[src/rtl/nonrestore_div.sv]
// Iterative non-restoring divider: one quotient bit per clock, start/done handshake.
// Define NRDIV_SIGNED_EN for two's-complement operands; the default build is unsigned.
module nonrestore_div #(
  parameter int DATAWIDTH = 8
) (
  input  logic                 clk,
  input  logic                 rst_n,
  input  logic                 start,
  input  logic [DATAWIDTH-1:0] dividend,
  input  logic [DATAWIDTH-1:0] divisor,
  output logic                 busy,
  output logic                 done,
  output logic [DATAWIDTH-1:0] quotient,
  output logic [DATAWIDTH-1:0] remainder,
  output logic                 div_by_zero
);

  localparam int W  = DATAWIDTH;
  localparam int CW = $clog2(W);

  typedef enum logic [1:0] {IDLE, CALC, ZERO, FIX} state_t;

  state_t        state_q, state_d;
  logic [CW-1:0] cnt_q, cnt_d;
  logic [W-1:0]  q_q, q_d;
  logic [W-1:0]  d_q, d_d;
  logic [W:0]    p_q, p_d;
  logic          busy_q, busy_d;
  logic          done_q, done_d;
  logic          dbz_q, dbz_d;
  logic [W-1:0]  quot_q, quot_d;
  logic [W-1:0]  rem_q, rem_d;

  logic [W-1:0]  a_mag, b_mag;
  logic [W-1:0]  quot_fix, rem_fix, rem_zero;
  logic [W:0]    d_ext, p_sh, p_step;
  logic [W-1:0]  p_fix;

  // P is kept modulo 2^(W+1); only its sign before each step steers add/subtract.
  assign d_ext  = {1'b0, d_q};
  assign p_sh   = {p_q[W-1:0], q_q[W-1]};
  assign p_step = p_q[W] ? (p_sh + d_ext) : (p_sh - d_ext);
  assign p_fix  = p_q[W] ? (p_q[W-1:0] + d_q) : p_q[W-1:0];

`ifdef NRDIV_SIGNED_EN
  logic sign_a_q, sign_a_d;
  logic sign_b_q, sign_b_d;

  assign a_mag    = dividend[W-1] ? -dividend : dividend;
  assign b_mag    = divisor[W-1]  ? -divisor  : divisor;
  assign quot_fix = (sign_a_q ^ sign_b_q) ? -q_q : q_q;
  assign rem_fix  = sign_a_q ? -p_fix : p_fix;
  // Rebuild the original dividend from its magnitude for the divide-by-zero result.
  assign rem_zero = sign_a_q ? -q_q : q_q;
`else
  assign a_mag    = dividend;
  assign b_mag    = divisor;
  assign quot_fix = q_q;
  assign rem_fix  = p_fix;
  assign rem_zero = q_q;
`endif

  always_ff @(posedge clk or negedge rst_n) begin
    if (!rst_n) begin
      state_q  <= IDLE;
      cnt_q    <= '0;
      q_q      <= '0;
      d_q      <= '0;
      p_q      <= '0;
      busy_q   <= 1'b0;
      done_q   <= 1'b0;
      dbz_q    <= 1'b0;
      quot_q   <= '0;
      rem_q    <= '0;
`ifdef NRDIV_SIGNED_EN
      sign_a_q <= 1'b0;
      sign_b_q <= 1'b0;
`endif
    end else begin
      state_q  <= state_d;
      cnt_q    <= cnt_d;
      q_q      <= q_d;
      d_q      <= d_d;
      p_q      <= p_d;
      busy_q   <= busy_d;
      done_q   <= done_d;
      dbz_q    <= dbz_d;
      quot_q   <= quot_d;
      rem_q    <= rem_d;
`ifdef NRDIV_SIGNED_EN
      sign_a_q <= sign_a_d;
      sign_b_q <= sign_b_d;
`endif
    end
  end

  always_comb begin
    state_d  = state_q;
    cnt_d    = cnt_q;
    q_d      = q_q;
    d_d      = d_q;
    p_d      = p_q;
    busy_d   = busy_q;
    done_d   = 1'b0;
    dbz_d    = dbz_q;
    quot_d   = quot_q;
    rem_d    = rem_q;
`ifdef NRDIV_SIGNED_EN
    sign_a_d = sign_a_q;
    sign_b_d = sign_b_q;
`endif
    case (state_q)
      IDLE: begin
        busy_d = 1'b0;
        if (start) begin
          q_d      = a_mag;
          d_d      = b_mag;
          p_d      = '0;
          cnt_d    = '0;
          busy_d   = 1'b1;
`ifdef NRDIV_SIGNED_EN
          sign_a_d = dividend[W-1];
          sign_b_d = divisor[W-1];
`endif
          state_d  = (divisor == '0) ? ZERO : CALC;
        end
      end
      CALC: begin
        p_d   = p_step;
        q_d   = {q_q[W-2:0], ~p_step[W]};
        cnt_d = cnt_q + CW'(1);
        if (cnt_q == CW'(W-1)) begin
          state_d = FIX;
        end
      end
      ZERO: begin
        quot_d  = '1;
        rem_d   = rem_zero;
        dbz_d   = 1'b1;
        done_d  = 1'b1;
        state_d = IDLE;
      end
      FIX: begin
        quot_d  = quot_fix;
        rem_d   = rem_fix;
        dbz_d   = 1'b0;
        done_d  = 1'b1;
        state_d = IDLE;
      end
      default: state_d = IDLE;
    endcase
  end

  assign busy        = busy_q;
  assign done        = done_q;
  assign quotient    = quot_q;
  assign remainder   = rem_q;
  assign div_by_zero = dbz_q;

endmodule

[config.mk]
export PLATFORM = sky130hd
export DESIGN_NAME = nonrestore_div
export DESIGN_NICKNAME = d
export VERILOG_FILES = /design/src/rtl/nonrestore_div.sv
export SDC_FILE = /design/constraint.sdc
export NUM_CORES = 1
export LEC_CHECK = 0
export CAP_MARGIN = 40
export CORE_ASPECT_RATIO = 0.5
export CORE_UTILIZATION = 50
export CTS_CLUSTER_SIZE = 24
export DETAILED_ROUTE_END_ITERATION = 7
export PLACE_DENSITY = 0.73
export SYNTH_ARGS = -nofsm -noshare
export SYNTH_HDL_FRONTEND = slang
export SYNTH_SLANG_ARGS = --single-unit
[constraint.sdc]
create_clock -name clk -period 3.2 [get_ports clk]
set_clock_uncertainty 0.2 [all_clocks]
set_input_delay 0.64 -clock clk [delete_from_list [all_inputs] [get_ports clk]]
set_output_delay 0.64 -clock clk [all_outputs]
set_load 0.02 [all_outputs]
======== After elaboration in Yosys (flattened, before gate mapping) ========
Cells that the tools add are included.
cells by class
  reductions and logical operators ........ 8
  mux-type cells .......................... 17
  add/sub/neg operators ................... 4
  bitwise operators ....................... 1
  equality and inequality tests ........... 6
operators by type and width
  cell                 number
  $pmux 8 s2           3
  $mux 9               2
  $pmux 9 s2           1
  $mux 8               2
  $add 9x8->9          1
  $sub 9x8->9          1
  $add 8x8->8          1
  $logic_not 8->1      1
  $mux 2               3
  $pmux 2 s3           1
  $pmux 3 s2           1
  $reduce_and 2->1     3
  $eq 2x2->1 const B   2
  $ne 2x2->1 const B   2
  $reduce_bool 2->1    2
  $add 3x1->3 const B  1
  $eq 3x3->1 const B   1
  $mux 3               1
  $eq 2x1->1 const B   1
  $logic_not 2->1      1
  $mux 1               2
  $pmux 1 s2           1
  $reduce_or 2->1      1
  $not 1->1            1
storage, ports and cells
  output and inout port bits .............. 19
  bits of input ports ..................... 19
  register bits after elaboration ......... 49
  logic and storage cells ................. 46

======== Depth between registers and ports, before layout ========
  word-level depth ........................ 4
  gate-level depth with buffers ........... 11
  gate-level depth less buffers ........... 11

======== Least setup slack after synthesis ========
OpenSTA, ideal clock, no wires.
  path type ............................... register to register
  start point ............................. register d_q[1]
  end point ............................... register q_q[0]
  required time ........................... 2.874 ns
  stages on the path, launching flop included .. 11
  setup time .............................. 0.126 ns
  period minus slack after synthesis ...... 2.548 ns
  path buffers ............................ 0
  slack ................................... 0.652 ns
  arrival ................................. 2.222 ns
  cells stage by stage .................... dfrtp_1 inv_1 ha_1 mux2_2 inv_1 fa_1 nand3b_1 a21oi_2 o41ai_4 xnor2_1 a221o_1
between the ends
  word-level cells in the longest chain between the ends .. 4
  elaborated cells between the ends (all ways) .. 5
  classes of those cells .................. add/sub (2); mux (2); bitwise (1)
RTL lines
  item                                               line  RTL
  start: declaration                                 26    logic [W-1:0] d_q, d_d;
  start signal: assignment                           68    d_q <= '0;
  start signal: assignment                           83    d_q <= d_d;
  $sub 9x8->9 / $add 9x8->9 (equally long branches)  42    assign p_step = p_q[W] ? (p_sh + d_ext) : (p_sh - d_ext);
  $mux 9 *                                           42
  $not 1->1 *                                        130   q_d = {q_q[W-2:0], ~p_step[W]};
  $pmux 8 s2 *                                       112   case (state_q)
  end signal: assignment                             82    q_q <= q_d;
  end: declaration                                   25    logic [W-1:0] q_q, q_d;
Mark *: on every way between the ends. The rest lies on a longest branch, timed or not.
A chain may end at the register's enable or synchronous reset.

======== Final worst setup path ========
Same ends and word-level chain as after synthesis.

==> run metrics <==
Final setup viols=0; CP arrival=around 2.8 ns; Clock Tree Root=clkbuf_16; CTS H-tree depth=2; commonest non-fill, non-tap cell in the layout=dfrtp_1; Max Cap Violations=0; most frequent CP cell=ha_1; Pre-antenna DRT Iters=4; setup ws final=0.403 ns; CTS Buf Count=5; Seq/Total Area, Yosys=0.425; Nets=373; core area=0.00552 mm2; initial antenna violation count=0; vias after detailed routing=2343; Worst-path clk slew=approximately 0.070 ns; Routed WL per cell=about 17 um; largest net degree at the start of global routing=29; Routed Wire Length=between 7 and 8 mm; min Tclk post-route=2.80 ns; vias in the first global route=2347; min-delay worst type=primary input to async pin; initial core utilization=0.524; Layout area overhead=22.0%; FILL cells=458; gr usage total=0.261; final period utilization=0.874; Netlist cell types=47; Rel. slew slack=0.636; Rows=19; r2r endpoint=q_q[0]; post-synthesis instance total=slightly below 300; actual slew at the worst max-slew pin=0.546 ns; Post-CTS Hold Fix Bufs=0; post_cts resized=0; Seq cells post-synth=49; die height=between 50 and 60 um; global route overflow=0; status=complete, no violations; Die ar.=0.00610 mm2; EDFF count, synth=0; Iter 0 DRT Violations=100; Clk Latency, worst-skew pair=0.30 ns; area leader, netlist=dfrtp_1; cells along the critical path=inv_1 > ha_1 > nor3b_2 > a21oi_1 > xor2_1 > ha_1 > o21ai_0 > nand2b_2 > o41ai_4 > xnor2_1 > a221o_1; detailed-route DRC error count=0; final hold viol count=0; CP max stage delay=0.42 ns; # IOs=38; kind of critical path=flip-flop to flip-flop; Place WS=0.388 ns; FF-to-FF path depth=11; syn avg cell area=9.82 um2; crit path from=d_q[1]; unrepaired setup endpoints after global routing=no; Post-synth ARST share=1.00; Synth top area share=0.425; setup_tns=0 ns; most frequent cells in the layout=dfrtp_1 (49), clkdlybuf4s50_1 (36), nand2_1 (26); Worst Path Max Fanout=4; n_diodes=0; mapped cell area=0.00289 mm2; Max Transition Viols Final=0; Bufs on Longest Clock Path=2; Slowest-stage cell, CP=dfrtp_1; antenna-violating nets left=0; Reg-to-Reg Start=d_q[1]; PortBufs=37; first-pass GRT wire length=11.8 mm; Avg Vias per Cell=5.77; CP Launch Type=flip-flop; Crit. End Element=flip-flop; syn_nets=335; CTS tree=yes; CTS sink cnt=slightly below 50; gpl congestion=~0.88; detailed placement HPWL=5.07 mm; Peak Freq=roughly 0.36 GHz; layout cells sized above 1=0.102; top post-synthesis cells by area=dfrtp_1 (42%), ha_1 (8.7%), o21ai_0 (4.0%); Post-CTS Setup Bufs=0; r2r setup slk=0.40 ns; Primary FF master, synth=dfrtp_1; CP Data Required Time=around 3.2 ns; die width=109 um; Synthesis Warnings=0
## worst max-delay path: cells and delay by family (launching register included)
kind / cells / cell delay [ns]
flip-flops: 1 / 0.42
adder cells (fa/ha/maj): 2 / 0.51
AND/OR/NAND/NOR: 2 / 0.37
XOR/XNOR: 2 / 0.31
buffers and inverters: 1 / 0.13
AO/OA/AOI/OAI: 4 / 0.75
## layer usage
layer,up-vias,wire (um),share of wire,track usage
met1,1135,3300,0.47,0.378
met3,12,418,0.060,0.0574
li1,1130,-,-,-
met5,-,0,0,0
met4,0,129,0.018,0.0914
met2,66,3160,0.45,0.386
## final cells by class
class	count	area (um2)	area share
Clock buffer	5	125	0.0355
Clock inverter	3	47.5	0.0135
Inverter	16	60.1	0.0170
Multi-Input combinational cell	214	1540	0.437
Sequential cell	49	1230	0.348
Tap cell	73	91.3	0.0259
Timing Repair Buffer	46	433	0.123
## sequential cells by signal, summed over array words and instances, names as in the netlist
register / cells
remainder: 8
state_q: 2
busy: 1
div_by_zero: 1
p_q: 9
cnt_q: 3
d_q: 8
q_q: 8
done: 1
quotient: 8
## Yosys cell counts, types with 3 or more instances
| library cell | n |
|---|---|
| mux2_2 | 10 |
| a21o_1 | 5 |
| ha_1 | 20 |
| o22a_1 | 8 |
| o21ai_1 | 4 |
| clkbuf_1 | 7 |
| inv_1 | 15 |
| buf_2 | 5 |
| xor2_1 | 8 |
| o21ai_0 | 23 |
| nor2_1 | 20 |
| o22ai_1 | 6 |
| dfrtp_1 | 49 |
| mux2i_1 | 9 |
| a211oi_1 | 5 |
| xnor2_1 | 8 |
| nand2b_1 | 3 |
| nor3_1 | 4 |
| a21oi_1 | 19 |
| nand2_1 | 26 |
## worst max path at each step
| stage | endpoint | slack, ns | cells past startpoint |
|---|---|---|---|
| floorplan | q_q[0] | 0.65 | 10 |
| global placement | q_q[0] | 0.48 | 11 |
| detailed placement | q_q[0] | 0.39 | 11 |
| CTS | q_q[0] | 0.39 | 11 |
| global route | p_q[7] | 0.22 | 7 |
| finish | q_q[0] | 0.40 | 11 |
## metrics by stage
stage	area (um2)	std cells	utilization	hold slack (ns)
after floorplan	2890	294	-	0.144
after global placement	3350	398	0.608	0.268
after detailed placement	3350	398	0.608	0.284
after CTS	3520	406	0.639	0.142
after global routing	3520	406	0.639	0.156
final	3520	406	0.639	0.116
## cells by family after synthesis
logic type      synth area share
compound gates             0.200
simple gates               0.113
flops                      0.425
buf+inv                   0.0438
fa+ha+maj                  0.101
mux                       0.0702
xor+xnor                  0.0485
Power is not shown: default switching activity piles up to over one toggle a cycle in this logic, so the estimate is an artifact.
